==> src/rtl/alu_pipe.sv <==
`default_nettype none
// ============================================================================
// Module   : alu_pipe
// Purpose  : Valid/ready ALU with a registered result stage. Arithmetic and
//            logic ops complete on the accept edge. Shifts by a non-zero
//            amount are done serially, one bit per clock.
// Ports    : clk, rst_n          clock, async active-low reset
//            in_valid/in_ready   request handshake
//            func_alu, mux_alu1, mux_alu2, src1, src2, imm   operation fields
//            out_valid/out_ready result handshake
//            alu_out, eq         registered result and equality flag
//            busy                serial shift in progress
// Revision : 1.0  initial release
// ============================================================================
module alu_pipe #(
  parameter int WIDTH  = 16,
  parameter int IMM_W  = 10,
  parameter int SIMM_W = 7
) (
  input  logic             clk,
  input  logic             rst_n,
  input  logic             in_valid,
  output logic             in_ready,
  input  logic [2:0]       func_alu,
  input  logic             mux_alu1,
  input  logic             mux_alu2,
  input  logic [WIDTH-1:0] src1,
  input  logic [WIDTH-1:0] src2,
  input  logic [IMM_W-1:0] imm,
  output logic             out_valid,
  input  logic             out_ready,
  output logic [WIDTH-1:0] alu_out,
  output logic             eq,
  output logic             busy
);

  localparam int SH_W = $clog2(WIDTH);

  localparam logic [2:0] OP_ADD   = 3'b000;
  localparam logic [2:0] OP_NAND  = 3'b001;
  localparam logic [2:0] OP_PASS1 = 3'b010;
  localparam logic [2:0] OP_EQL   = 3'b011;
  localparam logic [2:0] OP_SUB   = 3'b100;

  localparam logic [1:0] SH_SHL = 2'b01;
  localparam logic [1:0] SH_SHR = 2'b10;

  typedef enum logic [0:0] {IDLE = 1'b0, SHIFT = 1'b1} state_e;

  state_e            state_q, state_d;
  logic [WIDTH-1:0]  shreg_q, shreg_d;
  logic [SH_W-1:0]   count_q, count_d;
  logic [1:0]        shop_q, shop_d;   // func_alu[1:0] of the shift in flight
  logic              eqp_q, eqp_d;     // A==B of the shift in flight
  logic [WIDTH-1:0]  alu_out_q, alu_out_d;
  logic              eq_q, eq_d;
  logic              out_valid_q, out_valid_d;

  logic [WIDTH-1:0]  op_a, op_b, res, shreg_next;
  logic [SH_W-1:0]   shamt;
  logic              a_eq_b, accept, is_shift;

  // One-bit shift step; bits [1:0] of the shift opcodes are 01/10/11.
  function automatic logic [WIDTH-1:0] shift_step(input logic [1:0] op,
                                                  input logic [WIDTH-1:0] v);
    case (op)
      SH_SHL:  shift_step = {v[WIDTH-2:0], 1'b0};
      SH_SHR:  shift_step = {1'b0, v[WIDTH-1:1]};
      default: shift_step = {v[WIDTH-1], v[WIDTH-1:1]};
    endcase
  endfunction

  assign op_a     = mux_alu1 ? {imm, {(WIDTH-IMM_W){1'b0}}} : src1;
  assign op_b     = mux_alu2 ? {{(WIDTH-SIMM_W){imm[SIMM_W-1]}}, imm[SIMM_W-1:0]} : src2;
  assign shamt    = op_b[SH_W-1:0];
  assign a_eq_b   = (op_a == op_b);
  assign is_shift = func_alu[2] & (func_alu[1] | func_alu[0]);

  assign in_ready = (state_q == IDLE) && (!out_valid_q || out_ready);
  assign accept   = in_valid && in_ready;

  // Single-cycle result; a shift only lands here when its amount is zero.
  always_comb begin
    res = op_a;
    case (func_alu)
      OP_ADD:   res = op_a + op_b;
      OP_NAND:  res = ~(op_a & op_b);
      OP_PASS1: res = op_a;
      OP_EQL:   res = {{(WIDTH-1){1'b0}}, a_eq_b};
      OP_SUB:   res = op_a - op_b;
      default:  res = op_a;
    endcase
  end

  assign shreg_next = shift_step(shop_q, shreg_q);

  always_comb begin
    state_d     = state_q;
    shreg_d     = shreg_q;
    count_d     = count_q;
    shop_d      = shop_q;
    eqp_d       = eqp_q;
    alu_out_d   = alu_out_q;
    eq_d        = eq_q;
    // Drain by default; a load below overrides this on the same edge.
    out_valid_d = out_valid_q && !out_ready;
    case (state_q)
      IDLE: begin
        if (accept) begin
          if (is_shift && (shamt != '0)) begin
            state_d = SHIFT;
            shreg_d = op_a;
            count_d = shamt;
            shop_d  = func_alu[1:0];
            eqp_d   = a_eq_b;
          end else begin
            alu_out_d   = res;
            eq_d        = a_eq_b;
            out_valid_d = 1'b1;
          end
        end
      end
      default: begin
        // Output stage is empty here: entering SHIFT required it drained.
        shreg_d = shreg_next;
        count_d = count_q - 1'b1;
        if (count_q == SH_W'(1)) begin
          state_d     = IDLE;
          alu_out_d   = shreg_next;
          eq_d        = eqp_q;
          out_valid_d = 1'b1;
        end
      end
    endcase
  end

  always_ff @(posedge clk or negedge rst_n) begin
    if (!rst_n) begin
      state_q     <= IDLE;
      shreg_q     <= '0;
      count_q     <= '0;
      shop_q      <= '0;
      eqp_q       <= 1'b0;
      alu_out_q   <= '0;
      eq_q        <= 1'b0;
      out_valid_q <= 1'b0;
    end else begin
      state_q     <= state_d;
      shreg_q     <= shreg_d;
      count_q     <= count_d;
      shop_q      <= shop_d;
      eqp_q       <= eqp_d;
      alu_out_q   <= alu_out_d;
      eq_q        <= eq_d;
      out_valid_q <= out_valid_d;
    end
  end

  assign out_valid = out_valid_q;
  assign alu_out   = alu_out_q;
  assign eq        = eq_q;
  assign busy      = (state_q == SHIFT);

endmodule
`default_nettype wire

==> config.mk <==
export PLATFORM = sky130hd
export DESIGN_NAME = alu_pipe
export DESIGN_NICKNAME = d
export VERILOG_FILES = /design/src/rtl/alu_pipe.sv
export SDC_FILE = /design/constraint.sdc
export NUM_CORES = 1
export LEC_CHECK = 0
export BUFFER_PORTS_ARGS = -buffer_cell sky130_fd_sc_hd__buf_4
export CAP_MARGIN = 20
export CELL_PAD_IN_SITES_DETAIL_PLACEMENT = 1
export CELL_PAD_IN_SITES_GLOBAL_PLACEMENT = 2
export CORE_MARGIN = 2
export CORE_UTILIZATION = 35
export CTS_CLUSTER_SIZE = 25
export DETAILED_ROUTE_END_ITERATION = 16
export GPL_TIMING_DRIVEN = 0
export PLACE_DENSITY_LB_ADDON = 0.12
export SYNTH_ARGS = -nofsm -noshare
export SYNTH_HDL_FRONTEND = slang
export SYNTH_SLANG_ARGS = --single-unit
==> constraint.sdc <==
create_clock -name clk -period 4.7 [get_ports clk]
set_input_delay 0.47 -clock clk [delete_from_list [all_inputs] [get_ports clk]]
set_output_delay 0.47 -clock clk [all_outputs]
set_load 0.005 [all_outputs]
==> flow_metrics.tcl <==
set metrics [dict create \
    power.leakage_nw 2.44 \
    htreeDepth 2 \
    yosys_register_bits 42 \
    tightestPinTransition_ns 0.982 \
    endpoint_kind "flip-flop" \
    drive_above_1_share_pct 16.9 \
    cts_root_buffer "clkbuf_16" \
    synth_cell_types 66 \
    wl_per_cell_um 21.9 \
    fmax_mhz 245 \
    grt_max_degree 43 \
    globalRouteOverflowTotal 0 \
    place_congestion 0.913 \
    grt_pass1_wl_um 29500 \
    yosysTopAreaCell "dfrtp_1" \
    p_sw_share_pct 45.2 \
    final_hold_viol_count 0 \
    power_switching_mw 1.14 \
    yosys.area.top_type_share_pct 22.7 \
    pwr-share-comb_pct 56.1 \
    dieArea_um2 14200 \
    synthArstFlopShare_pct 100 \
    fp.dieH_um 119 \
    track_usage_pct 26.8 \
    path_clk_slew_ns 0.06 \
    io_pins 71 \
    routed_via_density 5.83 \
    worst_ep_arrival_time_ns 4.23 \
    period_needed_ns 4.08 \
    fp.coreArea_um2 13100 \
    critical_path.startpoint_type "primary input" \
    holdBufCountCts 0 \
    setup-violations-final 0 \
    syn_area_um2 4630 \
    critPathSlowestCell "a221oi_1" \
    initial_core_util_pct 35.4 \
    diodes 0 \
    crit_chain "clkbuf_1, clkbuf_1, mux2i_1, inv_1, ha_1, buf_2, nor2b_1, o21a_1, o311a_1, a311oi_1, xnor2_1, a221oi_1, o22ai_1" \
    die_w_um 119 \
    synth_area_leaders "dfrtp_1 23%, ha_1 9.5%, nor2_1 7.1%, a21oi_1 5.8%, o21ai_0 4.9%" \
    cpMostUsedCell "clkbuf_1" \
    syn2layout_area_growth_pct 19.1 \
    cts_sinks 42 \
    cap_violations 0 \
    nets 766 \
    fin_crit_sh_pct 86.9 \
    wl_um 18700 \
    grt_pass1_vias 5083 \
    worstPathRequired_ns 4.85 \
    core.rowCount 42 \
    crit_path_max_fanout 10 \
    hold_class "primary input to asynchronous set/reset pin" \
    portBuffers 66 \
    dr.pass1.iters 6 \
    max_slew_margin_pct 33.9 \
    pwr-share-seq_pct 27.9 \
    clkPwrFrac_pct 16.0 \
    placedInstanceArea_um2 5340 \
    rsz0062_at_grt "no" \
    cpPeakStageDelay_ns 0.57 \
    synth_most_common_cell "nor2_1" \
    setup_tns_ns 0 \
    syn_nets 693 \
    cts_buffer_depth 2 \
    ys_warn_count 0 \
    synthTopCellsByCount "87 x nor2_1, 54 x a21oi_1, 45 x o21ai_0" \
    worstSetupPathType "primary input to flip-flop" \
    synth_flop_cell "dfrtp_1" \
    hpwl_um 15000 \
    synth_edf_count 0 \
    p_per_area_nw_per_um2 457 \
    remaining_drc_errors 0 \
    syn_inst 605 \
    ys_seq_area_share_pct 22.7 \
    ant_nets 0 \
    cts_setup_buffers 0 \
    clock_latency_ns 0.29 \
    intPower_mw 1.38 \
    cts_buffers 5 \
    skew_ns 0.00756 \
    drtIter0Drc 422 \
    slew_violations 0 \
    cts_tree "done" \
    postLayoutCellArea_um2 5510 \
    synth_area_per_cell_um2 7.65 \
    antenna_found_initial 0 \
    status "completed" \
    vdd_drop_max_mv 0.174 \
    cts_resized 0 \
    dr_total_vias 4981 \
]
[sequential cells by signal (all words and copies together) (netlist names)]
name,cells
busy,1
eqp_q,1
shop_q,2
out_valid,1
shreg_q,16
count_q,4
alu_out,16
eq,1
[layout make-up]
type                       count  area (µm²)
buffer                        44         236
multi-input combinational    481        3200
sequential                    42        1050
fill                        1636        7580
tap                          176         220
inverter                      38         143
clock buffer                   6         129
timing repair buffer          66         495
clock inverter                 2        37.5
[power groups by stage]
stage	Combinational, mW	Sequential, mW	Clock, mW
2_1_floorplan	0.892	0.669	0
3_3_place_gp	1.37	0.695	0
3_5_place_dp	1.40	0.707	0
4_1_cts	1.41	0.701	0.406
5_1_grt	1.56	0.729	0.422
6_report	1.41	0.703	0.402
[worst max-delay path: cells and delay by family]
kind                     cells  cell delay, ns
AO/OA/AOI/OAI                5            1.53
buffers and inverters        4            1.24
multiplexers                 1            0.41
adder cells (fa/ha/maj)      1            0.31
XOR/XNOR                     1            0.14
AND/OR/NAND/NOR              1            0.13
[per-stage QoR]
stage	util, %	power, mW	std cells	setup slack, ns	hold WS (ns)
after floorplan	-	1.56	605	1.39	0.174
after global placement	40.8	2.06	847	0.344	0.492
after detailed placement	40.8	2.11	847	0.336	0.502
after global routing	42.1	2.71	855	0.341	0.202
after CTS	42.1	2.51	855	0.666	0.188
final	42.1	2.52	855	0.618	0.163
[placed cells by master (no fill, tap or decap), types with 7 or more instances in the layout]
| master | count |
|---|---|
| dfrtp_1 | 42 |
| buf_2 | 9 |
| o21ai_0 | 45 |
| a222oi_1 | 8 |
| xnor2_1 | 12 |
| ha_1 | 35 |
| nor2b_1 | 7 |
| o31ai_1 | 7 |
| nand2_1 | 37 |
| a21oi_1 | 54 |
| a221oi_1 | 12 |
| nor3_1 | 10 |
| clkbuf_1 | 26 |
| inv_1 | 34 |
| a22oi_1 | 9 |
| nor2_1 | 87 |
| mux2_2 | 14 |
| buf_4 | 71 |
| nand4_1 | 7 |
| mux2i_1 | 8 |
| nand2b_1 | 19 |
[path summary, 6_finish.rpt]
path,startpoint,endpoint,slack (ns),depth (start not counted)
max in group asynchronous,rst_n,alu_out[11]$_DFFE_PN0P_,4.14,1
worst min register to register,alu_out[11]$_DFFE_PN0P_,alu_out[11]$_DFFE_PN0P_,0.52,2
worst min-delay path,rst_n,count_q[2]$_DFFE_PN0P_,0.16,1
min in group clk,out_ready,out_valid$_DFF_PN0_,0.47,3
worst max register to register,busy$_DFF_PN0_,shreg_q[6]$_DFFE_PN0P_,1.99,8
worst max-delay path,mux_alu1,alu_out[13]$_DFFE_PN0P_,0.62,13
[kinds of logic after synthesis]
group / synth area share, %
DFF: 22.7
and+or+nand+nor: 20.9
muxes: 5.14
xor gates and xnor gates: 3.22
adders and majority gates: 10.3
buffers and inverters: 8.19
AOI/OAI and AO/OA: 29.5
[routing by layer]
metal  track usage, %  vias up  part of all wire, %
li1                 -     2336                    -
met4             8.41        0                  2.4
met3             2.63       26                  3.4
met2             44.8      139                   48
met5                0        -                    0
met1             36.4     2480                   46
Note: power is estimated with default switching activity, not from simulation.
